[src/rtl/adpcm_pkg.sv]
// Shared constants, UART state encoding and width helper for the ADPCM UART
// output stage.
package adpcm_pkg;

  localparam int NIB_W  = 4;
  localparam int BYTE_W = 8;

  typedef enum logic [1:0] {
    IDLE,
    START,
    DATA,
    STOP
  } uart_state_t;

  // Ceiling log2, usable in constant expressions for port and counter widths.
  function automatic int clog2(input int value);
    int v;
    int r;
    v = value - 1;
    r = 0;
    while (v > 0) begin
      r++;
      v = v >> 1;
    end
    return r;
  endfunction

endpackage

[src/rtl/adpcm_uart_tx_if.sv]
// Nibble stream from the ADPCM compressor (outValid / encPcm) into the
// UART output stage.
interface adpcm_uart_tx_if;
  import adpcm_pkg::*;

  logic              nib_valid;
  logic [NIB_W-1:0]  nib_data;

  modport master (output nib_valid, output nib_data);
  modport slave  (input  nib_valid, input  nib_data);

endinterface

[src/rtl/adpcm_byte_fifo.sv]
// Synchronous byte FIFO with first-word fall-through read and a flush input.
// Pointers carry one extra wrap bit so full and empty are distinguishable.
module adpcm_byte_fifo
  import adpcm_pkg::*;
#(
  parameter int DEPTH = 4
) (
  input  logic                   clk,
  input  logic                   rst_n,
  input  logic                   flush,
  input  logic                   push,
  input  logic [BYTE_W-1:0]      wr_data,
  input  logic                   pop,
  output logic [BYTE_W-1:0]      rd_data,
  output logic                   full,
  output logic                   empty,
  output logic [clog2(DEPTH):0]  level
);

  localparam int ADDR_W = clog2(DEPTH);

  logic [BYTE_W-1:0] mem_q [DEPTH];
  logic [ADDR_W:0]   wr_ptr_q, wr_ptr_d;
  logic [ADDR_W:0]   rd_ptr_q, rd_ptr_d;
  logic              do_push, do_pop;

  assign empty   = (wr_ptr_q == rd_ptr_q);
  assign full    = (wr_ptr_q[ADDR_W] != rd_ptr_q[ADDR_W]) &&
                   (wr_ptr_q[ADDR_W-1:0] == rd_ptr_q[ADDR_W-1:0]);
  assign level   = wr_ptr_q - rd_ptr_q;
  assign rd_data = mem_q[rd_ptr_q[ADDR_W-1:0]];

  // A push into a full FIFO is accepted only when a pop frees a slot this cycle.
  assign do_push = push && (!full || pop) && !flush;
  assign do_pop  = pop && !empty && !flush;

  always_comb begin
    // NOTE: every always_comb output gets a default first, so no path can infer a latch.
    wr_ptr_d = wr_ptr_q;
    rd_ptr_d = rd_ptr_q;
    if (flush) begin
      wr_ptr_d = '0;
      rd_ptr_d = '0;
    end else begin
      if (do_push) wr_ptr_d = wr_ptr_q + 1'b1;
      if (do_pop)  rd_ptr_d = rd_ptr_q + 1'b1;
    end
  end

  // NOTE: sequential state is updated with <= only, so all flops sample pre-edge values.
  always_ff @(posedge clk or negedge rst_n) begin
    if (!rst_n) begin
      wr_ptr_q <= '0;
      rd_ptr_q <= '0;
    end else begin
      wr_ptr_q <= wr_ptr_d;
      rd_ptr_q <= rd_ptr_d;
    end
  end

  // NOTE: storage is deliberately not reset; the pointers alone say which entries are valid.
  always_ff @(posedge clk) begin
    if (do_push) mem_q[wr_ptr_q[ADDR_W-1:0]] <= wr_data;
  end

endmodule

[src/rtl/adpcm_uart_tx.sv]
// ADPCM output stage: synchronizes the nibble strobe, packs nibble pairs into
// bytes, buffers them and sends each byte as an 8N1 UART frame on tx.
module adpcm_uart_tx
  import adpcm_pkg::*;
#(
  parameter int CLK_DIV           = 16,
  parameter int FIFO_DEPTH        = 4,
  parameter bit FIRST_NIBBLE_HIGH = 1'b1
) (
  input  logic                        clk,
  input  logic                        rst_n,
  input  logic                        enable,
  adpcm_uart_tx_if.slave              nib,
  output logic                        tx,
  output logic                        busy,
  output logic                        overflow,
  output logic [clog2(FIFO_DEPTH):0]  fifo_level
);

  localparam int                BAUD_W   = clog2(CLK_DIV);
  localparam logic [BAUD_W-1:0] BAUD_MAX = BAUD_W'(CLK_DIV - 1);

  logic [1:0]        rst_sync_q, rst_sync_d;
  logic              rst_int_n;
  logic [2:0]        vld_sync_q, vld_sync_d;
  logic              vld_edge;
  logic              half_q, half_d;
  logic [NIB_W-1:0]  held_q, held_d;
  logic              overflow_q, overflow_d;
  uart_state_t       state_q, state_d;
  logic [BAUD_W-1:0] baud_q, baud_d;
  logic [2:0]        bit_q, bit_d;
  logic [BYTE_W-1:0] shift_q, shift_d;
  logic              tx_q, tx_d;
  logic              push, pop;
  logic [BYTE_W-1:0] push_byte, fifo_rd;
  logic              fifo_full, fifo_empty;

  // Reset asserts asynchronously (tx snaps high at once) but releases on a clock edge.
  assign rst_sync_d = {rst_sync_q[0], 1'b1};
  assign rst_int_n  = rst_sync_q[1];

  always_ff @(posedge clk or negedge rst_n) begin
    if (!rst_n) rst_sync_q <= '0;
    else        rst_sync_q <= rst_sync_d;
  end

  // Two synchronizer flops plus one history flop for the rising-edge detect.
  assign vld_sync_d = {vld_sync_q[1:0], nib.nib_valid};
  assign vld_edge   = vld_sync_q[1] & ~vld_sync_q[2];
  assign push_byte  = FIRST_NIBBLE_HIGH ? {held_q, nib.nib_data} : {nib.nib_data, held_q};

  always_comb begin
    half_d     = half_q;
    held_d     = held_q;
    overflow_d = overflow_q;
    push       = 1'b0;
    if (!enable) begin
      half_d     = 1'b0;
      held_d     = '0;
      overflow_d = 1'b0;
    end else if (vld_edge) begin
      if (!half_q) begin
        held_d = nib.nib_data;
        half_d = 1'b1;
      end else begin
        push   = 1'b1;
        half_d = 1'b0;
      end
    end
    if (push && fifo_full && !pop) overflow_d = 1'b1;
  end

  always_comb begin
    state_d = state_q;
    baud_d  = baud_q;
    bit_d   = bit_q;
    shift_d = shift_q;
    pop     = 1'b0;
    unique case (state_q)
      IDLE: begin
        if (!fifo_empty && enable) begin
          pop     = 1'b1;
          shift_d = fifo_rd;
          baud_d  = BAUD_MAX;
          state_d = START;
        end
      end
      START: begin
        if (baud_q != '0) begin
          baud_d = baud_q - 1'b1;
        end else begin
          baud_d  = BAUD_MAX;
          bit_d   = '0;
          state_d = DATA;
        end
      end
      DATA: begin
        if (baud_q != '0) begin
          baud_d = baud_q - 1'b1;
        end else begin
          baud_d  = BAUD_MAX;
          shift_d = shift_q >> 1;
          if (bit_q == 3'd7) state_d = STOP;
          else               bit_d   = bit_q + 1'b1;
        end
      end
      STOP: begin
        if (baud_q != '0) begin
          baud_d = baud_q - 1'b1;
        end else if (!fifo_empty && enable) begin
          // Chain straight into the next frame so queued bytes leave with no idle gap.
          pop     = 1'b1;
          shift_d = fifo_rd;
          baud_d  = BAUD_MAX;
          state_d = START;
        end else begin
          state_d = IDLE;
        end
      end
      default: state_d = IDLE;
    endcase

    // tx is registered from the next state so the pin never sees decode glitches.
    tx_d = 1'b1;
    if (state_d == START)     tx_d = 1'b0;
    else if (state_d == DATA) tx_d = shift_d[0];
  end

  always_ff @(posedge clk or negedge rst_int_n) begin
    if (!rst_int_n) begin
      vld_sync_q <= '0;
      half_q     <= 1'b0;
      held_q     <= '0;
      overflow_q <= 1'b0;
      state_q    <= IDLE;
      baud_q     <= '0;
      bit_q      <= '0;
      shift_q    <= '0;
      tx_q       <= 1'b1;
    end else begin
      vld_sync_q <= vld_sync_d;
      half_q     <= half_d;
      held_q     <= held_d;
      overflow_q <= overflow_d;
      state_q    <= state_d;
      baud_q     <= baud_d;
      bit_q      <= bit_d;
      shift_q    <= shift_d;
      tx_q       <= tx_d;
    end
  end

  adpcm_byte_fifo #(
    .DEPTH (FIFO_DEPTH)
  ) u_fifo (
    .clk     (clk),
    .rst_n   (rst_int_n),
    .flush   (~enable),
    .push    (push),
    .wr_data (push_byte),
    .pop     (pop),
    .rd_data (fifo_rd),
    .full    (fifo_full),
    .empty   (fifo_empty),
    .level   (fifo_level)
  );

  assign tx       = tx_q;
  assign overflow = overflow_q;
  assign busy     = (state_q != IDLE) || (fifo_level != '0);

endmodule

[src/flat_wrapper.sv]
// flat-port wrapper written by rule: the top's interface ports become plain ports
module adpcm_uart_tx_flat import adpcm_pkg::*;
#(
  parameter int CLK_DIV           = 16,
  parameter int FIFO_DEPTH        = 4,
  parameter bit FIRST_NIBBLE_HIGH = 1'b1
)
  (clk, rst_n, enable, tx, busy, overflow, fifo_level, nib_nib_valid, nib_nib_data);
  adpcm_uart_tx_if nib_i ();
  input  logic clk;
  input  logic rst_n;
  input  logic enable;
  output logic tx;
  output logic busy;
  output logic overflow;
  output logic [clog2(FIFO_DEPTH):0] fifo_level;
  input wire logic [$bits(nib_i.nib_valid)-1:0] nib_nib_valid;
  input wire logic [$bits(nib_i.nib_data)-1:0] nib_nib_data;
  assign nib_i.nib_valid = nib_nib_valid;
  assign nib_i.nib_data = nib_nib_data;
  adpcm_uart_tx #(.CLK_DIV(CLK_DIV), .FIFO_DEPTH(FIFO_DEPTH), .FIRST_NIBBLE_HIGH(FIRST_NIBBLE_HIGH)) u_core (.clk(clk), .rst_n(rst_n), .enable(enable), .nib(nib_i), .tx(tx), .busy(busy), .overflow(overflow), .fifo_level(fifo_level));
endmodule
[config.mk]
export PLATFORM = sky130hd
export DESIGN_NAME = adpcm_uart_tx_flat
export DESIGN_NICKNAME = d
export VERILOG_FILES = /design/src/rtl/adpcm_pkg.sv /design/src/rtl/adpcm_uart_tx_if.sv /design/src/rtl/adpcm_byte_fifo.sv /design/src/rtl/adpcm_uart_tx.sv /design/src/flat_wrapper.sv
export SDC_FILE = /design/constraint.sdc
export NUM_CORES = 1
export LEC_CHECK = 0
export ABC_AREA = 0
export BUFFER_PORTS_ARGS = -buffer_cell sky130_fd_sc_hd__clkbuf_2
export CORE_ASPECT_RATIO = 0.8
export CORE_MARGIN = 3
export CORE_UTILIZATION = 61
export CTS_CLUSTER_SIZE = 20
export DETAILED_ROUTE_END_ITERATION = 7
export GPL_TIMING_DRIVEN = 0
export PLACE_DENSITY = 0.79
export SYNTH_ARGS = -nofsm -noshare
export SYNTH_HDL_FRONTEND = slang
export SYNTH_SLANG_ARGS = --single-unit
[constraint.sdc]
create_clock -name clk -period 2.16 [get_ports clk]
set_input_delay 0.324 -clock clk [delete_from_list [all_inputs] [get_ports clk]]
set_output_delay 0.324 -clock clk [all_outputs]
set_load 0.05 [all_outputs]
==> results of run 1 <==
-- how the worst max path moves through the flow --
| stage | endpoint | slack (ns) | cells after the start |
|---|---|---|---|
| floorplan | busy | 0.002 | 5 |
| detailed placement | u_core.overflow | -0.38 | 8 |
| global route | busy | -0.13 | 6 |
| CTS | busy | -0.05 | 6 |
| finish | busy | -0.05 | 6 |
| global placement | u_core.overflow | -0.34 | 8 |
-- power by group through the flow --
| stage | Sequential [mW] | Clock (mW) | Combinational [mW] |
|---|---|---|---|
| global placement | 1.61 | 0 | 0.637 |
| CTS | 1.59 | 1.20 | 0.691 |
| finish | 1.60 | 1.18 | 0.719 |
| global route | 1.62 | 1.25 | 0.797 |
| floorplan | 1.59 | 0 | 0.532 |
| detailed placement | 1.61 | 0 | 0.673 |
-- logic make-up after synthesis --
kind of cell / share of synthesized area
other cells: 0.00114
compound gates: 0.128
simple gates: 0.104
flops: 0.560
mux: 0.0980
fa+ha+maj: 0.0633
xor+xnor: 0.0156
buf+inv: 0.0297
-- critical path: cells and delay by family (launching register included) --
family        cells  cell delay, ns
simple gates      1            0.21
buf+inv           2            0.28
xor+xnor          1            0.16
flops             1            0.37
fa+ha+maj         2            0.53
-- placed cells by master, fill, tap and decap left out, types with 3 or more instances in the layout --
cell type and count:
ha_1 10, mux4_2 8, nor3_1 4, nand2_1 4, a21oi_1 6, a22o_1 11, inv_1 11, o21a_1 4
clkbuf_2 13, o21ai_1 9, nor2b_1 7, ha_2 3, edfxtp_1 32, clkbuf_8 11, buf_4 8, mux2i_1 13
a31oi_1 3, and2_1 4, nor2_1 6, nor2_2 4, o21ai_0 4, and2_4 4, inv_6 5, nand3_1 11
dfrtp_1 32
-- sequential cells by signal (all words and copies together), names as in the netlist, 3 cells and up --
| name | count |
|---|---|
| u_core.u_fifo.wr_ptr_q | 3 |
| u_core.bit_q | 3 |
| u_core.held_q | 4 |
| u_core.u_fifo.mem_q | 32 |
| u_core.shift_q | 8 |
| u_core.baud_q | 4 |
| u_core.u_fifo.rd_ptr_q | 3 |
| u_core.vld_sync_q | 3 |
-- per-layer routing --
layer	share of wire	vias up	track usage
li1	-	976	-
met4	0.0046	0	0.0562
met1	0.45	987	0.312
met3	0.047	2	0.0586
met2	0.49	55	0.364
met5	0	-	0
-- area by class of cell --
type | count | area (um2)
clock buffers | 9 | 124
flip-flops and latches | 67 | 1840
fillers | 290 | 1210
well taps | 62 | 77.6
plain buffers | 8 | 62.6
inverters | 12 | 45.0
multi-input cells | 154 | 1460
clock inverters | 7 | 104
repair buffers | 23 | 171
-- what timing repair did --
action,4_1_cts,5_1_grt
gates resized for setup,16,12
pin swaps,2,3
hold buffers,1,0
setup endpoints to repair,53,49
gates cloned,0,1
endpoints found under the hold margin,2,0
buffers inserted,6,2
==> impl_metrics.tcl, run 1 <==
set metrics [dict create \
    first_pass_iters 4 \
    clock_latency_ns 0.34 \
    htree_levels 3 \
    syn-cell-area_mm2 0.00328 \
    min_period_over_period 1.02 \
    diodes 0 \
    leakage_nw 1.55 \
    cpMaxStageDelayCell "dfrtp_1" \
    crit_type "flop to output pin" \
    placed_cells 317 \
    synth_top_area_frac 0.293 \
    io_buffer_count 13 \
    crit_path_start "u_core.u_fifo.wr_ptr_q[0]" \
    p_comb_frac 0.206 \
    synthCells 241 \
    power_frac_seq 0.457 \
    worst-r2r-setup-slack_ns 0.08 \
    start_util 0.644 \
    syn_nets 265 \
    drv_slew 0 \
    place_ws_ns -0.378 \
    power.switching_mw 1.04 \
    synthArstFlopShare 0.522 \
    drive_gt1_frac 0.307 \
    hp-class "primary input to flop" \
    hold_viol 0 \
    fin_total_pwr_mw 3.50 \
    gp_congestion 0.760 \
    postRouteAntennaNets 0 \
    whs_ns 0.0896 \
    clockPowerShare 0.338 \
    worstReg2RegStart "u_core.state_q[1]" \
    die_w_um 88.0 \
    core_area_mm2 0.00509 \
    slowest_delay_ns 0.37 \
    via_per_inst 5.91 \
    hpwl_mm 4.09 \
    fin_tns_setup_ns -0.0526 \
    rows 23 \
    maxSlewHeadroom 0.484 \
    placedInstanceArea_mm2 0.00349 \
    ctsRootBufferMaster "clkbuf_8" \
    ir_drop_mv 0.644 \
    ys.flop_type "dfrtp_1" \
    ctsLongestPathBuffers 2 \
    worst_pin_slew_ns 0.774 \
    cp.arrival_ns 1.89 \
    min_from "nib_nib_valid" \
    grt_pass1_wl_mm 10.6 \
    grt_max_degree 19 \
    finish.instance_area_mm2 0.00388 \
    maxCapViolCount 0 \
    post_drt_wl_per_cell_um 18.4 \
    synth.most_common_cell "dfrtp_1" \
    avgSynthCellArea_um2 13.6 \
    internal-power_mw 2.46 \
    stdcell_count 342 \
    clkTransAtPathRegs_ns 0.08 \
    ioPinCount 14 \
    ys_types 51 \
    status "finished with violations" \
    grt_overflow 0 \
    die_h_um 71.6 \
    grt_pass1_vias 2075 \
    ys_seq_elements 67 \
    fmaxAchievable_mhz 452 \
    cts_tree "yes" \
    cp_max_fo 2 \
    numClockSinks 67 \
    drtIter0Drc 128 \
    finalCriticalPeriod_ns 2.21 \
    setup_viol 1 \
    p_sw_frac 0.296 \
    routed_wirelength_mm 6.28 \
    ys_seq_area_frac 0.560 \
    yosysWarnings 0 \
    skew_ns 0.00739 \
    violations "negative setup slack" \
    ys_top_cells_by_count "dfrtp_1 (34), edfxtp_1 (32), ha_1 (15), mux2i_1 (13), inv_1 (12)" \
    worstRegToRegCells 8 \
    crit_required_ns 1.84 \
    vias 2020 \
    antenna_found_initial 0 \
    netlist_top_cells_area "edfxtp_1 (29%), dfrtp_1 (26%), ha_1 (5.7%)" \
    numCtsBuffers 9 \
    hold_end "u_core.vld_sync_q[0]" \
    route.detailed.drc 0 \
    die_area_mm2 0.00630 \
    track_usage 0.226 \
    final_util 0.762 \
    hold_depth 1 \
    syn2layout_area_growth_pct 18.3 \
    crit_chain "inv_2 > ha_4 > fa_2 > xor2_4 > nand4b_1 > clkbuf_8" \
    rsz0062_at_grt "true" \
    critPathCaptureType "output pin" \
    final_nets 299 \
    regToRegEndpoint "u_core.tx" \
    synth_largest_area_cell "edfxtp_1" \
    fin_ws_ns -0.0526 \
    pwr_density_cell_mw_per_mm2 901 \
    start_kind "flop" \
    synth_edf_count 32 \
]
(Power assumes the default switching activity.)
==> run 2, diff against run 1 <==
--- a/config.mk
+++ b/config.mk
@@ -14,6 +14,7 @@
 export DETAILED_ROUTE_END_ITERATION = 7
 export GPL_TIMING_DRIVEN = 0
 export PLACE_DENSITY = 0.79
+export SKIP_CTS_REPAIR_TIMING = 1
 export SYNTH_ARGS = -nofsm -noshare
 export SYNTH_HDL_FRONTEND = slang
 export SYNTH_SLANG_ARGS = --single-unit
==> impl_metrics.tcl, run 2 (synthesis results as in run 1) <==
set metrics [dict create \
    largest_register_ffs 32 \
    skew_ns 0.00674 \
    route.detailed.drc 0 \
    pwr_density_cell_mw_per_mm2 897 \
    cts_tree "yes" \
    final_nets 301 \
    finalCriticalPeriod_ns 2.23 \
    finish.instance_area_mm2 0.00390 \
    routed_wirelength_mm 6.29 \
    critPathCaptureType "output pin" \
    drtIter0Drc 125 \
    numClockSinks 67 \
    rows 23 \
    start_util 0.644 \
    slowest_delay_ns 0.39 \
    cp_max_fo 3 \
    hp-class "primary input to flop" \
    ctsRootBufferMaster "clkbuf_8" \
    die_w_um 88.0 \
    htree_levels 3 \
    cp.arrival_ns 1.91 \
    numCtsBuffers 9 \
    die_area_mm2 0.00630 \
    io_buffer_count 13 \
    clockPowerShare 0.339 \
    via_per_inst 5.91 \
    gp_congestion 0.760 \
    fin_ws_ns -0.0729 \
    p_sw_frac 0.296 \
    clock_latency_ns 0.33 \
    vias 2033 \
    ctsLongestPathBuffers 2 \
    hold_viol 0 \
    fin_tns_setup_ns -0.0729 \
    status "finished with violations" \
    antenna_found_initial 0 \
    violations "negative setup slack" \
    syn2layout_area_growth_pct 18.8 \
    internal-power_mw 2.46 \
    die_h_um 71.6 \
    first_pass_iters 4 \
    start_kind "flop" \
    placed_cells 317 \
    power_frac_seq 0.456 \
    fin_total_pwr_mw 3.50 \
    post_drt_wl_per_cell_um 18.3 \
    track_usage 0.216 \
    postRouteAntennaNets 0 \
    drive_gt1_frac 0.316 \
    maxCapViolCount 0 \
    ir_drop_mv 0.646 \
    fmaxAchievable_mhz 448 \
    whs_ns 0.0909 \
    cpMaxStageDelayCell "dfrtp_1" \
    core_area_mm2 0.00509 \
    p_comb_frac 0.205 \
    final_util 0.765 \
    crit_path_start "u_core.u_fifo.wr_ptr_q[0]" \
    min_from "nib_nib_valid" \
    setup_viol 1 \
    grt_pass1_vias 1969 \
    worst_pin_slew_ns 0.752 \
    leakage_nw 1.55 \
    grt_max_degree 19 \
    final_cell_mix "edfxtp_1 (32), dfrtp_1 (31), mux2i_1 (13)" \
    drv_slew 0 \
    grt_pass1_wl_mm 10.1 \
    placedInstanceArea_mm2 0.00349 \
    final.fill_count 295 \
    min_period_over_period 1.03 \
    crit_required_ns 1.84 \
    power.switching_mw 1.04 \
    stdcell_count 344 \
    crit_type "flop to output pin" \
    hpwl_mm 4.09 \
    crit_chain "inv_2 > ha_4 > fa_2 > xor2_4 > nand4b_1 > buf_6" \
    maxSlewHeadroom 0.499 \
    rsz0062_at_grt "true" \
    worstReg2RegStart "u_core.baud_q[0]" \
    mostFrequentLayoutCell "edfxtp_1" \
    place_ws_ns -0.378 \
    clkTransAtPathRegs_ns 0.08 \
    ioPinCount 14 \
    diodes 0 \
    grt_overflow 0 \
]
-- run 2: layout make-up --
class	count	area [um2]	share of cell area
tap	62	77.6	0.0199
buffer	8	58.8	0.0151
inverter	12	45.0	0.0116
clock buffer	9	124	0.0318
sequential	67	1840	0.473
clock inverter	7	104	0.0266
multi-input combinational	154	1460	0.375
timing repair buffer	25	184	0.0472
-- run 2: power by group through the flow --
stage                     clock network, mW  logic (mW)  registers [mW]
after CTS                              1.20       0.676            1.59
after detailed placement                  0       0.673            1.61
after floorplan                           0       0.532            1.59
after global routing                   1.25       0.792            1.62
after global placement                    0       0.637            1.61
final                                  1.19       0.716            1.60
-- run 2: layer usage --
layer	up-vias	GRT usage	wire length, um
li1	976	-	-
met1	999	0.304	2940
met2	54	0.337	3070
met3	4	0.0586	240
met4	0	0.0562	41
met5	-	0	0
-- run 2: worst paths after layout --
kind	cells past startpoint	slack (ns)	end
hold reg to reg	0	0.32	u_core.u_fifo.rd_ptr_q[2]
setup / recovery	6	-0.07	busy
max in group asynchronous	1	1.21	u_core.tx
hold / removal	1	0.09	u_core.vld_sync_q[0]
min in group asynchronous	2	0.30	u_core.rst_sync_q[0]
setup reg to reg	6	0.08	u_core.u_fifo.mem_q[0][0]
-- run 2: worst max-delay path, delay by kind of cell, from the launching register on --
kind | cells | cell delay [ns]
flops | 1 | 0.39
simple gates | 1 | 0.22
xor+xnor | 1 | 0.16
fa+ha+maj | 2 | 0.53
buf+inv | 2 | 0.27
